--- src/rtl/memory_arbiter_pkg.sv ---
// Shared definitions for memory_arbiter: FSM encoding, port-owner encoding, widths and the
// latched-request record.
package memory_arbiter_pkg;

  localparam int unsigned AddrW = 32;
  localparam int unsigned DataW = 32;
  localparam int unsigned CntW  = 8;

  typedef enum logic [1:0] {
    ArbIdle   = 2'd0,
    ArbAccess = 2'd1,
    ArbAck    = 2'd2
  } arb_state_e;

  typedef enum logic {
    ArbOwnerIf = 1'b0,
    ArbOwnerD  = 1'b1
  } arb_owner_e;

  // Request captured in IDLE and held for the whole access window.
  typedef struct packed {
    arb_owner_e         owner;
    logic               write;
    logic [AddrW-1:0]   addr;
    logic [DataW-1:0]   wdata;
  } arb_req_t;

  function automatic arb_owner_e other_owner(arb_owner_e o);
    return (o == ArbOwnerD) ? ArbOwnerIf : ArbOwnerD;
  endfunction

endpackage

--- src/rtl/memory_arbiter_priority.sv ---
// Combinational grant picker (arb_priority) for memory_arbiter.
// ARB_ROUND_ROBIN_EN selects alternating grants on contention; otherwise D beats IF.
module memory_arbiter_priority
  import memory_arbiter_pkg::*;
(
  input  logic       if_req,
  input  logic       d_req,
`ifdef ARB_ROUND_ROBIN_EN
  input  arb_owner_e last_grant,
`endif
  output logic       grant_valid,
  output arb_owner_e grant_owner
);

  always_comb begin
    grant_valid = if_req | d_req;
    grant_owner = ArbOwnerIf;
    if (if_req && d_req) begin
`ifdef ARB_ROUND_ROBIN_EN
      grant_owner = other_owner(last_grant);
`else
      // The data access belongs to the older instruction.
      grant_owner = ArbOwnerD;
`endif
    end else if (d_req) begin
      grant_owner = ArbOwnerD;
    end
  end

endmodule

--- src/rtl/memory_arbiter.sv ---
// Shares one single-port memory between instruction fetch and data load/store, one access at a
// time through an IDLE/ACCESS/ACK FSM. Optional ARB_ROUND_ROBIN_EN enables fair arbitration.
module memory_arbiter
  import memory_arbiter_pkg::*;
#(
  parameter int unsigned WAIT_CYCLES = 1
) (
  input  logic             clock,
  input  logic             reset,
  input  logic             if_req,
  input  logic [AddrW-1:0] if_addr,
  output logic [DataW-1:0] if_rdata,
  output logic             if_ack,
  input  logic             d_req,
  input  logic             d_we,
  input  logic [AddrW-1:0] d_addr,
  input  logic [DataW-1:0] d_wdata,
  output logic [DataW-1:0] d_rdata,
  output logic             d_ack,
  output logic [AddrW-1:0] mem_Address,
  output logic             mem_ReadEnable,
  output logic             mem_WriteEnable,
  output logic [DataW-1:0] mem_WriteData,
  input  logic [DataW-1:0] mem_ReadData,
  output logic             busy
);

  localparam logic [CntW-1:0] CntInit = CntW'(WAIT_CYCLES - 1);

  arb_state_e       state_q, state_d;
  logic [CntW-1:0]  cnt_q, cnt_d;
  arb_req_t         req_q, req_d;
  logic             re_q, re_d;
  logic             we_q, we_d;
  logic             if_ack_q, if_ack_d;
  logic             d_ack_q, d_ack_d;
  logic             busy_q, busy_d;
  logic [DataW-1:0] if_rdata_q, if_rdata_d;
  logic [DataW-1:0] d_rdata_q, d_rdata_d;

  logic             grant_valid;
  arb_owner_e       grant_owner;

`ifdef ARB_ROUND_ROBIN_EN
  arb_owner_e       last_grant_q;
`endif

  memory_arbiter_priority u_priority (
    .if_req      (if_req),
    .d_req       (d_req),
`ifdef ARB_ROUND_ROBIN_EN
    .last_grant  (last_grant_q),
`endif
    .grant_valid (grant_valid),
    .grant_owner (grant_owner)
  );

  // Registered outputs are computed from the next state, so they line up with the FSM state.
  always_comb begin
    state_d    = state_q;
    cnt_d      = cnt_q;
    req_d      = req_q;
    re_d       = 1'b0;
    we_d       = 1'b0;
    if_ack_d   = 1'b0;
    d_ack_d    = 1'b0;
    if_rdata_d = if_rdata_q;
    d_rdata_d  = d_rdata_q;

    unique case (state_q)
      ArbIdle: begin
        if (grant_valid) begin
          req_d.owner = grant_owner;
          req_d.write = (grant_owner == ArbOwnerD) && d_we;
          req_d.addr  = (grant_owner == ArbOwnerD) ? d_addr : if_addr;
          if (req_d.write) begin
            req_d.wdata = d_wdata;
          end
          cnt_d   = CntInit;
          re_d    = !req_d.write;
          we_d    = req_d.write;
          state_d = ArbAccess;
        end
      end
      ArbAccess: begin
        if (cnt_q != '0) begin
          cnt_d = cnt_q - CntW'(1);
          re_d  = !req_q.write;
          we_d  = req_q.write;
        end else begin
          if (!req_q.write) begin
            if (req_q.owner == ArbOwnerD) begin
              d_rdata_d = mem_ReadData;
            end else begin
              if_rdata_d = mem_ReadData;
            end
          end
          if (req_q.owner == ArbOwnerD) begin
            d_ack_d = 1'b1;
          end else begin
            if_ack_d = 1'b1;
          end
          state_d = ArbAck;
        end
      end
      ArbAck: begin
        state_d = ArbIdle;
      end
      default: begin
        state_d = ArbIdle;
      end
    endcase

    busy_d = (state_d != ArbIdle);
  end

  always_ff @(posedge clock or negedge reset) begin
    if (!reset) begin
      state_q    <= ArbIdle;
      cnt_q      <= '0;
      req_q      <= '0;
      re_q       <= 1'b0;
      we_q       <= 1'b0;
      if_ack_q   <= 1'b0;
      d_ack_q    <= 1'b0;
      busy_q     <= 1'b0;
      if_rdata_q <= '0;
      d_rdata_q  <= '0;
    end else begin
      state_q    <= state_d;
      cnt_q      <= cnt_d;
      req_q      <= req_d;
      re_q       <= re_d;
      we_q       <= we_d;
      if_ack_q   <= if_ack_d;
      d_ack_q    <= d_ack_d;
      busy_q     <= busy_d;
      if_rdata_q <= if_rdata_d;
      d_rdata_q  <= d_rdata_d;
    end
  end

`ifdef ARB_ROUND_ROBIN_EN
  // Resets to D so the first contention goes to IF.
  always_ff @(posedge clock or negedge reset) begin
    if (!reset) begin
      last_grant_q <= ArbOwnerD;
    end else if (state_q == ArbIdle && grant_valid) begin
      last_grant_q <= grant_owner;
    end
  end
`endif

  assign mem_Address     = req_q.addr;
  assign mem_WriteData   = req_q.wdata;
  assign mem_ReadEnable  = re_q;
  assign mem_WriteEnable = we_q;
  assign if_ack          = if_ack_q;
  assign d_ack           = d_ack_q;
  assign if_rdata        = if_rdata_q;
  assign d_rdata         = d_rdata_q;
  assign busy            = busy_q;

endmodule

--- config.mk ---
export PLATFORM = sky130hd
export DESIGN_NAME = memory_arbiter
export DESIGN_NICKNAME = d
export VERILOG_FILES = /design/src/rtl/memory_arbiter_pkg.sv /design/src/rtl/memory_arbiter_priority.sv /design/src/rtl/memory_arbiter.sv
export SDC_FILE = /design/constraint.sdc
export NUM_CORES = 1
export LEC_CHECK = 0
export BUFFER_PORTS_ARGS = -buffer_cell sky130_fd_sc_hd__buf_2
export CAP_MARGIN = 15
export CORE_UTILIZATION = 45
export CTS_BUF_LIST = sky130_fd_sc_hd__clkbuf_4 sky130_fd_sc_hd__clkbuf_8
export CTS_CLUSTER_DIAMETER = 60
export DETAILED_ROUTE_END_ITERATION = 8
export PLACE_DENSITY = 0.79
export SLEW_MARGIN = 15
export SYNTH_ARGS = -nofsm -noshare
export SYNTH_HDL_FRONTEND = slang
export SYNTH_SLANG_ARGS = --single-unit
--- constraint.sdc ---
create_clock -name clock -period 1.6 [get_ports clock]
set_input_delay 0.24 -clock clock [delete_from_list [all_inputs] [get_ports clock]]
set_output_delay 0.24 -clock clock [all_outputs]
set_load 0.1 [all_outputs]
## Word level (Yosys, flattened, before mapping)

Index checks and enable logic that the tools add are counted.

- Add/sub/neg operators: 1
- Equal/unequal tests: 3
- Mux-type cells: 21
- Bitwise gates (word level): 4
- Reductions and logical operators: 13

Operators by type and width:

| operator | number |
|---|---|
| $mux W32 | 1 |
| $mux W8 | 2 |
| $pmux W8 S2 | 1 |
| $mux W1 | 12 |
| $reduce_and A4 Y1 | 2 |
| $reduce_bool A8 Y1 | 1 |
| $sub A8 B1 Y8 const B | 1 |
| $reduce_and A3 Y1 | 2 |
| $mux W2 | 2 |
| $ne A2 B2 Y1 const B | 2 |
| $pmux W1 S2 | 2 |
| $pmux W2 S2 | 1 |
| $reduce_bool A2 Y1 | 2 |
| $not A1 Y1 | 3 |
| $eq A2 B1 Y1 const B | 1 |
| $logic_and A1 B1 Y1 | 2 |
| $logic_not A1 Y1 | 2 |
| $logic_not A2 Y1 | 1 |
| $reduce_and A2 Y1 | 1 |
| $or A1 B1 Y1 | 1 |

- Bits in registers: 145
- Input port bits: 133
- Output and inout port bits: 133
- Logic and storage cells: 55

## Longest topological paths before layout

- Depth in word-level cells: 6
- Mapped depth: 6
- Mapped depth without buffers: 5

## Hierarchy

From an unflattened synthesis, not the netlist that was laid out.

- Cells, all modules: 489
- Area, all modules: 6,470.0 µm²

Modules (own cells, without submodules):

| module | instances | cells an instance | area an instance (µm²) |
|---|---|---|---|
| memory_arbiter | 1 | 487 | 6,459.9 |
| memory_arbiter_priority | 1 | 2 | 10.0 |

## Least setup slack after synthesis

OpenSTA, ideal clock, no wires.

- Kind: register -> register
- Start: register cnt_q[0]
- End: register d_rdata_q[14], in the netlist d_rdata[14]
- Setup time: 125 ps
- Arrival time: 1,606 ps
- Required time: 1,475 ps
- Setup slack: -131 ps
- Stages on the path, launching flop included: 7
- Path buffers: 1
- Period minus slack after synthesis: 1,731 ps
- Cells stage by stage: dfrtp_1 -> inv_1 -> ha_1 -> nor3b_2 -> nand4_4 -> buf_6 -> mux2_4

- Cells in the longest elaborated chain, start to end: 3

Ends and longest elaborated chain:

| element | RTL line | RTL |
|---|---|---|
| start, declared | memory_arbiter.sv:31 | `logic [CntW-1:0] cnt_q, cnt_d;` |
| start signal, assigned | memory_arbiter.sv:131 | `cnt_q <= cnt_d;` |
| $reduce_bool A8 Y1 | memory_arbiter.sv:86 | `if (cnt_q != '0) begin` |
| $not A1 Y1 (no line) | -- |  |
| $reduce_and A4 Y1 (no line) | -- |  |
| end signal, assigned | memory_arbiter.sv:139 | `d_rdata_q <= d_rdata_d;` |
| end, declared | memory_arbiter.sv:39 | `logic [DataW-1:0] d_rdata_q, d_rdata_d;` |

No other way between the ends.
A chain may end at the register's enable or synchronous reset.

## Worst setup path after layout

- Start: register cnt_q[1]
- End: register d_rdata_q[29], in the netlist d_rdata[29]

Same word-level chain as after synthesis.

==> out/results.tsv <==
stage	metric	value	unit
status	result of the run	finished with violations	
status	failing checks	setup timing	
sta	Final Skew	0.0109	ns
sta	unrepaired setup endpoints after global routing	yes	
clocking	clock root buffer	sky130_fd_sc_hd__clkbuf_8	
yosys	fraction of post-synthesis cell area in the top cell type by area	56.4	%
sta	final worst-path cycle share	109	%
finish	share of cells above drive strength 1	61.6	%
grt	total congestion overflow	0	
floorplanning	effective utilization at floorplan	46.2	%
worst_setup_path	launching element type of the critical path	register	
sta	f_max	0.572	GHz
finish	Finished Core Util	59.0	%
floorplanning	Die Y-Extent	122	um
floorplanning	Top-Level Pins	266	
placed_design	count of buffers from port buffering	265	
worst_setup_path	delay of the slowest cell on the worst path	0.38	ns
yosys	simple-gate area share of the yosys netlist	3.58	%
sta	relative slew slack	65.3	%
sta	setup slack after layout	-0.147	ns
finish	P&R area growth vs syn	27.7	%
detailed_routing	via count	4530	
detailed_routing	wire length per cell after detailed routing	15.7	um
finish	# fillers	1110	
detailed_routing	Avg Vias per Cell	5.01	
yosys	post-synth cell types	39	
floorplanning	horizontal die dimension	122	um
clocking	TritonCTS clock tree	done	
clocking	number of buffers inserted during clock tree synthesis	17	
yosys	compound-cell area share of the yosys netlist	6.68	%
yosys	post-synthesis net count	618	
finish	final antenna diode count	0	
yosys	multiplexer share of the synthesized area	23.1	%
sta	final hold violations	0	
finish	number of standard cells in the final layout excluding fillers	904	
yosys	Synth Warn #	0	
yosys	leading cell types by total area after synthesis	sky130_fd_sc_hd__dfrtp_1 (56%), sky130_fd_sc_hd__mux2_2 (16%), sky130_fd_sc_hd__buf_4 (7.8%)	
clocking	maximum level of the CTS H-tree	4	
floorplanning	die footprint	14800	um^2
yosys	ys async rst share	100	%
worst_setup_path	critical-path maximum fanout	8	
yosys	xor and xnor fraction of the mapped netlist area	0	%
yosys	Post-Synthesis Cell Area	6440	um^2
detailed_routing	Detailed Route Iter0 Violations	237	
detailed_routing	number of antenna-violating nets in the routed design	0	
sta	worst slew pin tran	0.521	ns
worst_setup_path	Crit Path Class	reg -> reg	
grt	global-route wire length before repair	21.9	mm
yosys	most frequent cells after synthesis	sky130_fd_sc_hd__dfrtp_1 (145), sky130_fd_sc_hd__mux2_2 (90), sky130_fd_sc_hd__o21ai_0 (69)	
grt	number of antenna violations at the first check in global routing	0	
yosys	cell with the most instances after synthesis	sky130_fd_sc_hd__dfrtp_1	
detailed_routing	DRC Markers	0	
yosys	post-synth top area cell	sky130_fd_sc_hd__dfrtp_1	
clocking	Max Root-Sink Buffers	2	
floorplanning	Core Footprint	13900	um^2
placed_design	placer congestion estimate	0.799	
grt	via count of the first global-routing pass	4593	
worst_setup_path	required time at the endpoint of the critical path	1.91	ns
hold_path	worst hold-check path type	in -> reg	
sta	Max Transition Viols Final	0	
sta	clock period minus final worst setup slack	1.75	ns
yosys	main combinational cell family by area after synthesis	multiplexers	
placed_design	total half-perimeter wirelength after legalization and detailed placement	10.2	mm
sta	total setup violations reported at the end of the flow	72	
yosys	Primary FF master, synth	sky130_fd_sc_hd__dfrtp_1	
detailed_routing	number of iterations in the first detailed-routing pass	4	
worst_setup_path	category of cells accounting for the largest share of critical-path delay	buffers and inverters	
worst_setup_path	category of the worst setup path capture point	register	
floorplanning	row count	43	
placed_design	Inst Count DP	861	
grt	largest net degree at the start of global routing	55	
clocking	clock edge transition at the registers on the reported setup and hold paths	0.08	ns
worst_setup_path	buffers plus inverters on the worst setup path	3	
clocking	clock sink total	145	
worst_setup_path	slack of the worst reg-to-reg path	-0.15	ns
worst_setup_path	ordered list of cells on the worst path	inv_1 > ha_2 > nor3b_4 > buf_6 > nand4_4 > buf_12 > mux2_4	
finish	layout net count	845	
clocking	clock latency on the worst-skew pair	0.43	ns
yosys	adder-cell area share of the yosys netlist	0.194	%
run	reported max-cap violation count	0	
detailed_routing	final routed wirelength across all metal layers	14.2	mm
yosys	number of register bits inferred by synthesis	145	
yosys	sequential area share after synthesis	56.4	%
finish	area of all sequential standard cells	3630	um^2
yosys	number of enable-type register cells in the synthesized netlist	0	
grt	Total Routing Usage GR	19.2	%
yosys	Syn Area/Cell	13.3	um^2
finish	multi-input gate area in the final layout	2220	um^2
sta	worst hold margin	0.0444	ns
worst_setup_path	Worst Path Arrival	2.06	ns
yosys	number of standard cells after synthesis	484	
worst_setup_path	CP max stage cell	sky130_fd_sc_hd__dfrtp_1	
worst register-to-register path, delay by kind of cell, from the launching register on:
family / cells / cell delay [ns]
flip-flops: 1 / 0.38
buffers and inverters: 3 / 0.42
AND/OR/NAND/NOR: 2 / 0.36
multiplexers: 1 / 0.29
adder cells (fa/ha/maj): 1 / 0.18
worst paths after layout:
check	startpoint	end	depth (start not counted)
max	cnt_q[1]	d_rdata[29]	7
min	d_wdata[8]	mem_WriteData[8]	2
max reg2reg	cnt_q[1]	d_rdata[29]	7
min reg2reg	d_rdata[21]	d_rdata[21]	1
max in group asynchronous	reset	mem_WriteData[9]	3
min in group asynchronous	reset	if_rdata[3]	2
routing by layer:
layer  part of all wire [%]  up-vias  GRT usage [%]
li1                       -     2101              -
met1                     39     2217           21.7
met2                     53      192           33.7
met3                    6.1       20           5.62
met4                    1.8        0           8.18
met5                      0        -              0
placed cells by master, fill, tap and decap left out, types with 3 or more instances in the layout:
cell,n
sky130_fd_sc_hd__o21ai_0,67
sky130_fd_sc_hd__nor2_1,3
sky130_fd_sc_hd__buf_4,21
sky130_fd_sc_hd__mux2_4,7
sky130_fd_sc_hd__clkbuf_8,21
sky130_fd_sc_hd__inv_1,3
sky130_fd_sc_hd__buf_12,5
sky130_fd_sc_hd__buf_2,264
sky130_fd_sc_hd__nand2_1,3
sky130_fd_sc_hd__clkinv_2,4
sky130_fd_sc_hd__o21ai_1,4
sky130_fd_sc_hd__mux2_2,90
sky130_fd_sc_hd__mux2i_1,37
sky130_fd_sc_hd__dfrtp_1,145
sequential cells by signal, summed over array words and instances, names as in the netlist:
register and count:
if_rdata 32, mem_WriteEnable 1, mem_ReadEnable 1, d_rdata 32, if_ack 1, state_q 2, req_q 2, busy 1
mem_WriteData 32, mem_Address 32, cnt_q 8, d_ack 1
layout make-up:
class	instances	area share, %
multi-input combinational	246	27.0
sequential	145	44.1
clock inverter	9	1.28
tap	180	2.74
timing repair buffer	298	21.0
inverter	3	0.137
clock buffer	23	3.70
kinds of logic after synthesis:
| kind of cell | count (synthesis) |
|---|---|
| AND/OR/NAND/NOR | 29 |
| adder cells (fa/ha/maj) | 1 |
| flip-flops | 145 |
| AO/OA/AOI/OAI | 82 |
| multiplexers | 134 |
| buffers and inverters | 93 |
stage by stage:
stage	setup TNS [ns]	setup slack [ns]	instance area (um^2)
after floorplan	-2.26	-0.0647	6470
after global placement	-4.16	-0.0815	7610
after detailed placement	-9.50	-0.138	7610
after CTS	-7.08	-0.127	8150
after global routing	-13.95	-0.218	8220
final	-8.89	-0.147	8220
timing repair:
item,4_1_cts,5_1_grt
hold endpoints to repair,103,1
gates cloned,2,2
resized for setup,12,4
pin swaps,6,6
hold buffers,1,1
buffers inserted,6,0
endpoints found under the setup margin,126,77
Power is not shown: default switching activity piles up to over one toggle a cycle in this logic, so the estimate is an artifact.
